$ cat config.mk
export PLATFORM = sky130hd
export DESIGN_NAME = six_instr_proc_p
export DESIGN_NICKNAME = d
export VERILOG_FILES = /design/src/rtl/six_instr_proc_p.sv
export SDC_FILE = /design/constraint.sdc
export NUM_CORES = 2
export LEC_CHECK = 0
export ABC_AREA = 0
export CAP_MARGIN = 20
export CORE_MARGIN = 5
export CORE_UTILIZATION = 63
export CTS_CLUSTER_SIZE = 14
export DETAILED_ROUTE_END_ITERATION = 7
export GPL_ROUTABILITY_DRIVEN = 0
export PLACE_DENSITY = 0.78
export SKIP_CTS_REPAIR_TIMING = 1
export SYNTH_ARGS = -nofsm -noshare
export SYNTH_HDL_FRONTEND = slang
export SYNTH_SLANG_ARGS = --single-unit
$ cat constraint.sdc
create_clock -name clk -period 23.5 [get_ports clk]
set_clock_uncertainty 0.2 [all_clocks]
set_input_delay 4.7 -clock clk [delete_from_list [all_inputs] [get_ports clk]]
set_output_delay 4.7 -clock clk [all_outputs]
set_load 0.005 [all_outputs]
$ cat src/rtl/six_instr_proc_p.sv
// Six-instruction multicycle accumulator-less processor: 16 x DW register file,
// 256 x DW data memory, external instruction ROM, three-process control FSM.
module six_instr_proc_p #(
  parameter int DW   = 16,
  parameter int PC_W = 8
) (
  input  logic            clk,
  input  logic            reset,
  input  logic            start,
  output logic [PC_W-1:0] imem_addr,
  input  logic [15:0]     imem_data,
  output logic [PC_W-1:0] PC,
  output logic [15:0]     Instr,
  output logic [DW-1:0]   Rp_data,
  output logic [DW-1:0]   Rq_data,
  output logic [DW-1:0]   alu_out,
  output logic            RF_RP_zero,
  output logic [3:0]      cstate,
  output logic            halted,
  output logic            illegal
);

  typedef enum logic [3:0] {
    S_INIT   = 4'd0,  S_FETCH = 4'd1,  S_DECODE = 4'd2, S_LOAD = 4'd3,
    S_STORE  = 4'd4,  S_ADD   = 4'd5,  S_LDC    = 4'd6, S_SUB  = 4'd7,
    S_JMPZ   = 4'd8,  S_JMPZ_T = 4'd9, S_JMP    = 4'd10, S_HALT = 4'd11
  } state_t;

  localparam logic [3:0] OP_LOAD  = 4'd0;
  localparam logic [3:0] OP_STORE = 4'd1;
  localparam logic [3:0] OP_ADD   = 4'd2;
  localparam logic [3:0] OP_LDC   = 4'd3;
  localparam logic [3:0] OP_SUB   = 4'd4;
  localparam logic [3:0] OP_JMPZ  = 4'd5;
  localparam logic [3:0] OP_JMP   = 4'd6;

  typedef struct packed {
    logic [3:0] op;
    logic [3:0] ra;
    logic [3:0] rb;
    logic [3:0] rc;
  } dec_t;

  state_t            state, nxt;
  dec_t              dec;
  logic [7:0]        d;
  logic              is_rr;
  logic [PC_W-1:0]   d_sext, jmp_tgt;
  logic [15:0][DW-1:0] rf;
  logic [DW-1:0]     dmem [256];
  logic [DW-1:0]     wd;
  logic              pc_clr, pc_inc, pc_jmp, ir_ld, rf_we, dm_we, ill_set;

  assign dec       = dec_t'(Instr);
  assign d         = Instr[7:0];
  assign imem_addr = PC;
  assign cstate    = state;
  assign halted    = (state == S_HALT);

  // ADD/SUB read rb/rc; every other instruction looks at ra on both ports.
  assign is_rr      = (dec.op == OP_ADD) || (dec.op == OP_SUB);
  assign Rp_data    = rf[is_rr ? dec.rb : dec.ra];
  assign Rq_data    = rf[is_rr ? dec.rc : dec.ra];
  assign RF_RP_zero = (Rp_data == '0);
  assign alu_out    = (dec.op == OP_SUB) ? (Rp_data - Rq_data) : (Rp_data + Rq_data);

  if (PC_W > 8) begin : g_sext_wide
    assign d_sext = {{(PC_W-8){Instr[7]}}, Instr[7:0]};
  end else begin : g_sext_narrow
    assign d_sext = Instr[PC_W-1:0];
  end

  // PC already points past the branch, hence the -1.
  assign jmp_tgt = PC + d_sext - PC_W'(1);

  always_ff @(posedge clk or negedge reset) begin
    if (!reset) state <= S_INIT;
    else        state <= nxt;
  end

  always_comb begin
    nxt = S_INIT;
    case (state)
      S_INIT:   nxt = start ? S_FETCH : S_INIT;
      S_FETCH:  nxt = S_DECODE;
      S_DECODE: begin
        case (dec.op)
          OP_LOAD:  nxt = S_LOAD;
          OP_STORE: nxt = S_STORE;
          OP_ADD:   nxt = S_ADD;
          OP_LDC:   nxt = S_LDC;
          OP_SUB:   nxt = S_SUB;
          OP_JMPZ:  nxt = S_JMPZ;
          OP_JMP:   nxt = S_JMP;
          default:  nxt = S_HALT;
        endcase
      end
      S_LOAD, S_STORE, S_ADD, S_LDC, S_SUB, S_JMPZ_T, S_JMP: nxt = S_FETCH;
      S_JMPZ:   nxt = RF_RP_zero ? S_JMPZ_T : S_FETCH;
      S_HALT:   nxt = S_HALT;
      default:  nxt = S_INIT;
    endcase
  end

  always_comb begin
    pc_clr  = 1'b0;
    pc_inc  = 1'b0;
    pc_jmp  = 1'b0;
    ir_ld   = 1'b0;
    rf_we   = 1'b0;
    dm_we   = 1'b0;
    ill_set = 1'b0;
    case (state)
      S_INIT:                         pc_clr = 1'b1;
      S_FETCH:                        begin ir_ld = 1'b1; pc_inc = 1'b1; end
      S_DECODE:                       ill_set = dec.op[3];
      S_LOAD, S_ADD, S_LDC, S_SUB:    rf_we = 1'b1;
      S_STORE:                        dm_we = 1'b1;
      S_JMPZ_T, S_JMP:                pc_jmp = 1'b1;
      default: ;
    endcase
  end

  always_comb begin
    wd = alu_out;
    case (state)
      S_LOAD:  wd = dmem[d];
      S_LDC:   wd = DW'(d);
      default: wd = alu_out;
    endcase
  end

  always_ff @(posedge clk or negedge reset) begin
    if (!reset) begin
      PC      <= '0;
      Instr   <= '0;
      illegal <= 1'b0;
      rf      <= '0;
    end else begin
      if (pc_clr)      PC <= '0;
      else if (pc_inc) PC <= PC + PC_W'(1);
      else if (pc_jmp) PC <= jmp_tgt;
      if (ir_ld)   Instr <= imem_data;
      if (ill_set) illegal <= 1'b1;
      if (rf_we)   rf[dec.ra] <= wd;
    end
  end

  // Data memory keeps its contents across reset.
  always_ff @(posedge clk) begin
    if (dm_we) dmem[d] <= Rp_data;
  end

endmodule

==> out/metrics.cfg <==
[outcome]
violations=DRC
status=complete, but fails checks

[synth]
synthArstFlopShare_pct=6.51
synth_edf_count=4096
synth-main-ff-cell=edfxtp_1
synth_cell_types=83
yosysSeqAreaShare_pct=74.5
yosys_warnings=0
synthCells=8089
synth.area.top_cells=edfxtp_1, mux4_2, dfrtp_1
yosysTopAreaCell=edfxtp_1
synth.top_cell.area_share_pct=70.4
synthesis.area_um2=175000
synth_fp_nets=8142
ys_seq_elements=4381
syn_avg_cell_area_um2=21.6

[global_route]
grt_usage_pct=35.7
grt_pass1_vias=94062
gr-total-overflow=0
antenna_found_initial=23
grt_max_degree=177
grt_first_pass_wirelength_mm=719

[finish]
nets=8637
drive_gt1_share_pct=32.7
mostFrequentLayoutCells=edfxtp_1, mux4_2, clkbuf_16
syn2layout_area_growth_pct=12.7
layout.area.seq_um2=130000
layout_commonest_cell=edfxtp_1
filler_cell_count=14946
multi_input_area_um2=43200

[detailed_routing]
avgRoutedWirePerCell_um=40.8
drt-met1-wl_mm=161
wl_met3_mm=80.4
viasPerCell=7.44
top_layer=met5
drt_iter0_drc=16596
met2_length_mm=243
drt.antenna.violating_nets=0
drcViolationCount=5
via_count=94165
dr.pass1.iters=8
wirelength_mm=516

[sta]
hold_viol_final=0
setup_viol=0
fin_tns_setup_ns=0
relSlewSlack_pct=12.0
worst_pin_slew_ns=1.32
rsz0062_at_grt=no
period_minus_slack_ns=13.52
fin_crit_sh_pct=57.5
clock.fmax_ghz=0.0740
drv_slew=0

[clocking]
cts_tree=built
htree_levels=5
insertion_delay_ns=0.96
clk_pin_slew_ns=0.06
cts_root_buf=clkbuf_16
cts_buffers=422
cts_sinks=4381
clockBufferDepth=4

[critical_path]
worstSetupEndpoint=alu_out[15]
path_max_fanout=30
reg2reg_depth=13
cp.arrival_ns=8.62
cp-startpoint=Instr[14]
reg2reg_to=rf[154]
r2r-start=Instr[0]
critPathCaptureType=output port
crit_type=reg2out
rrSetupSlack_ns=14.72
critPathLaunchType=register
cp.required_ns=18.60

[placement]
hpwl_mm=278
numPortBuffers=105

[floorplan]
coreArea_um2=276000
die_h_um=537
dieArea_um2=288000
start_util_pct=63.2
pin_count=106
die_x_um=537
num_rows=193

[job]
cap_violations=0

[hold_path]
hp-class=reg2reg
min-delay-start=rf[86]

worst min path at each step:
stage / cells past startpoint / slack (ns) / endpoint
after global placement: 1 / 0.31 / rf[38]
after detailed placement: 1 / 0.32 / rf[38]
after global routing: 1 / 0.36 / rf[6]
final: 1 / 0.34 / rf[86]
after floorplan: 1 / 0.25 / illegal
after CTS: 1 / 0.34 / rf[86]
flip-flops by register name (all words and copies together), names as in the netlist:
signal,count
Instr,16
cstate,4
dmem,4096
PC,8
illegal,1
rf,256
critical path: stages, from the launching register on:
cell and delay, ns:
dfrtp_1 0.56, xnor2_4 0.95, o21ai_1 0.33, nand2_1 0.89, nor2_1 0.44, a32oi_1 0.30, nand3_1 0.28, a211oi_1 0.56
nor3b_1 0.54, nor2_1 0.11, xnor2_1 0.15, ha_1 0.39, a21o_1 0.19, a21oi_1 0.19, a21oi_1 0.11, a31o_2 0.25
o41a_1 0.41, a31o_2 0.31, xnor2_1 0.20, clkdlybuf4s50_1 0.53
per-stage QoR:
step / utilization [%] / instance area, um2 / hold slack [ns] / setup WS [ns] / cells
after floorplan: - / 175000 / 0.251 / 5.09 / 8089
after global placement: 66.0 / 182000 / 0.309 / 10.92 / 11808
after detailed placement: 66.2 / 183000 / 0.317 / 10.82 / 11834
after CTS: 71.1 / 196000 / 0.338 / 9.81 / 12608
after global routing: 71.3 / 197000 / 0.358 / 9.53 / 12640
final: 71.3 / 197000 / 0.336 / 9.98 / 12656
cell families after synthesis:
| kind of cell | count (synthesis) | share of synthesized area, % |
|---|---|---|
| muxes | 1648 | 19.5 |
| DFF | 4381 | 74.5 |
| and+or+nand+nor | 1007 | 2.59 |
| adders and majority gates | 34 | 0.252 |
| xor gates and xnor gates | 38 | 0.199 |
| buffers and inverters | 552 | 1.31 |
| AOI/OAI and AO/OA | 429 | 1.71 |
layout make-up:
cell class / count / area share, %
Inverter: 55 / 0.110
Clock inverter: 249 / 1.23
Multi-Input combinational cell: 3156 / 21.9
Tap cell: 3705 / 2.35
Clock buffer: 525 / 5.60
Antenna cell: 17 / 0.0216
Sequential cell: 4381 / 66.1
Timing Repair Buffer: 568 / 2.65
synth_stat cells, drive strengths merged (5+ instances only):
| master | n |
|---|---|
| nand3 | 86 |
| and3 | 47 |
| nor3b | 5 |
| mux2i | 43 |
| and2 | 18 |
| clkbuf | 277 |
| nand4 | 21 |
| xnor2 | 29 |
| mux2 | 229 |
| buf | 220 |
| nor3 | 27 |
| nor2b | 18 |
| a211oi | 82 |
| o32ai | 5 |
| ha | 32 |
| nor2 | 406 |
| o211ai | 9 |
| nand3b | 5 |
| nand2 | 288 |
| a221o | 10 |
| a211o | 11 |
| or2 | 5 |
| a2111oi | 5 |
| a21oi | 85 |
| or4 | 7 |
| nor4 | 9 |
| a31oi | 59 |
| a32oi | 13 |
| a311oi | 6 |
| a21o | 11 |
| nand2b | 54 |
| a21boi | 6 |
| xor2 | 9 |
| o22ai | 8 |
| dfrtp | 285 |
| mux4 | 1376 |
| a221oi | 6 |
| inv | 53 |
| o21ai | 41 |
| a22oi | 39 |
| edfxtp | 4096 |
routing by layer:
metal	vias to the layer above	GRT usage (%)
met5	-	0
met2	9225	55.0
met1	48275	47.4
li1	34880	-
met3	1769	11.3
met4	16	16.7
Power is left out: the tool's default activity adds up to more than one toggle a clock period on the data nets, which glitch-free logic cannot reach.
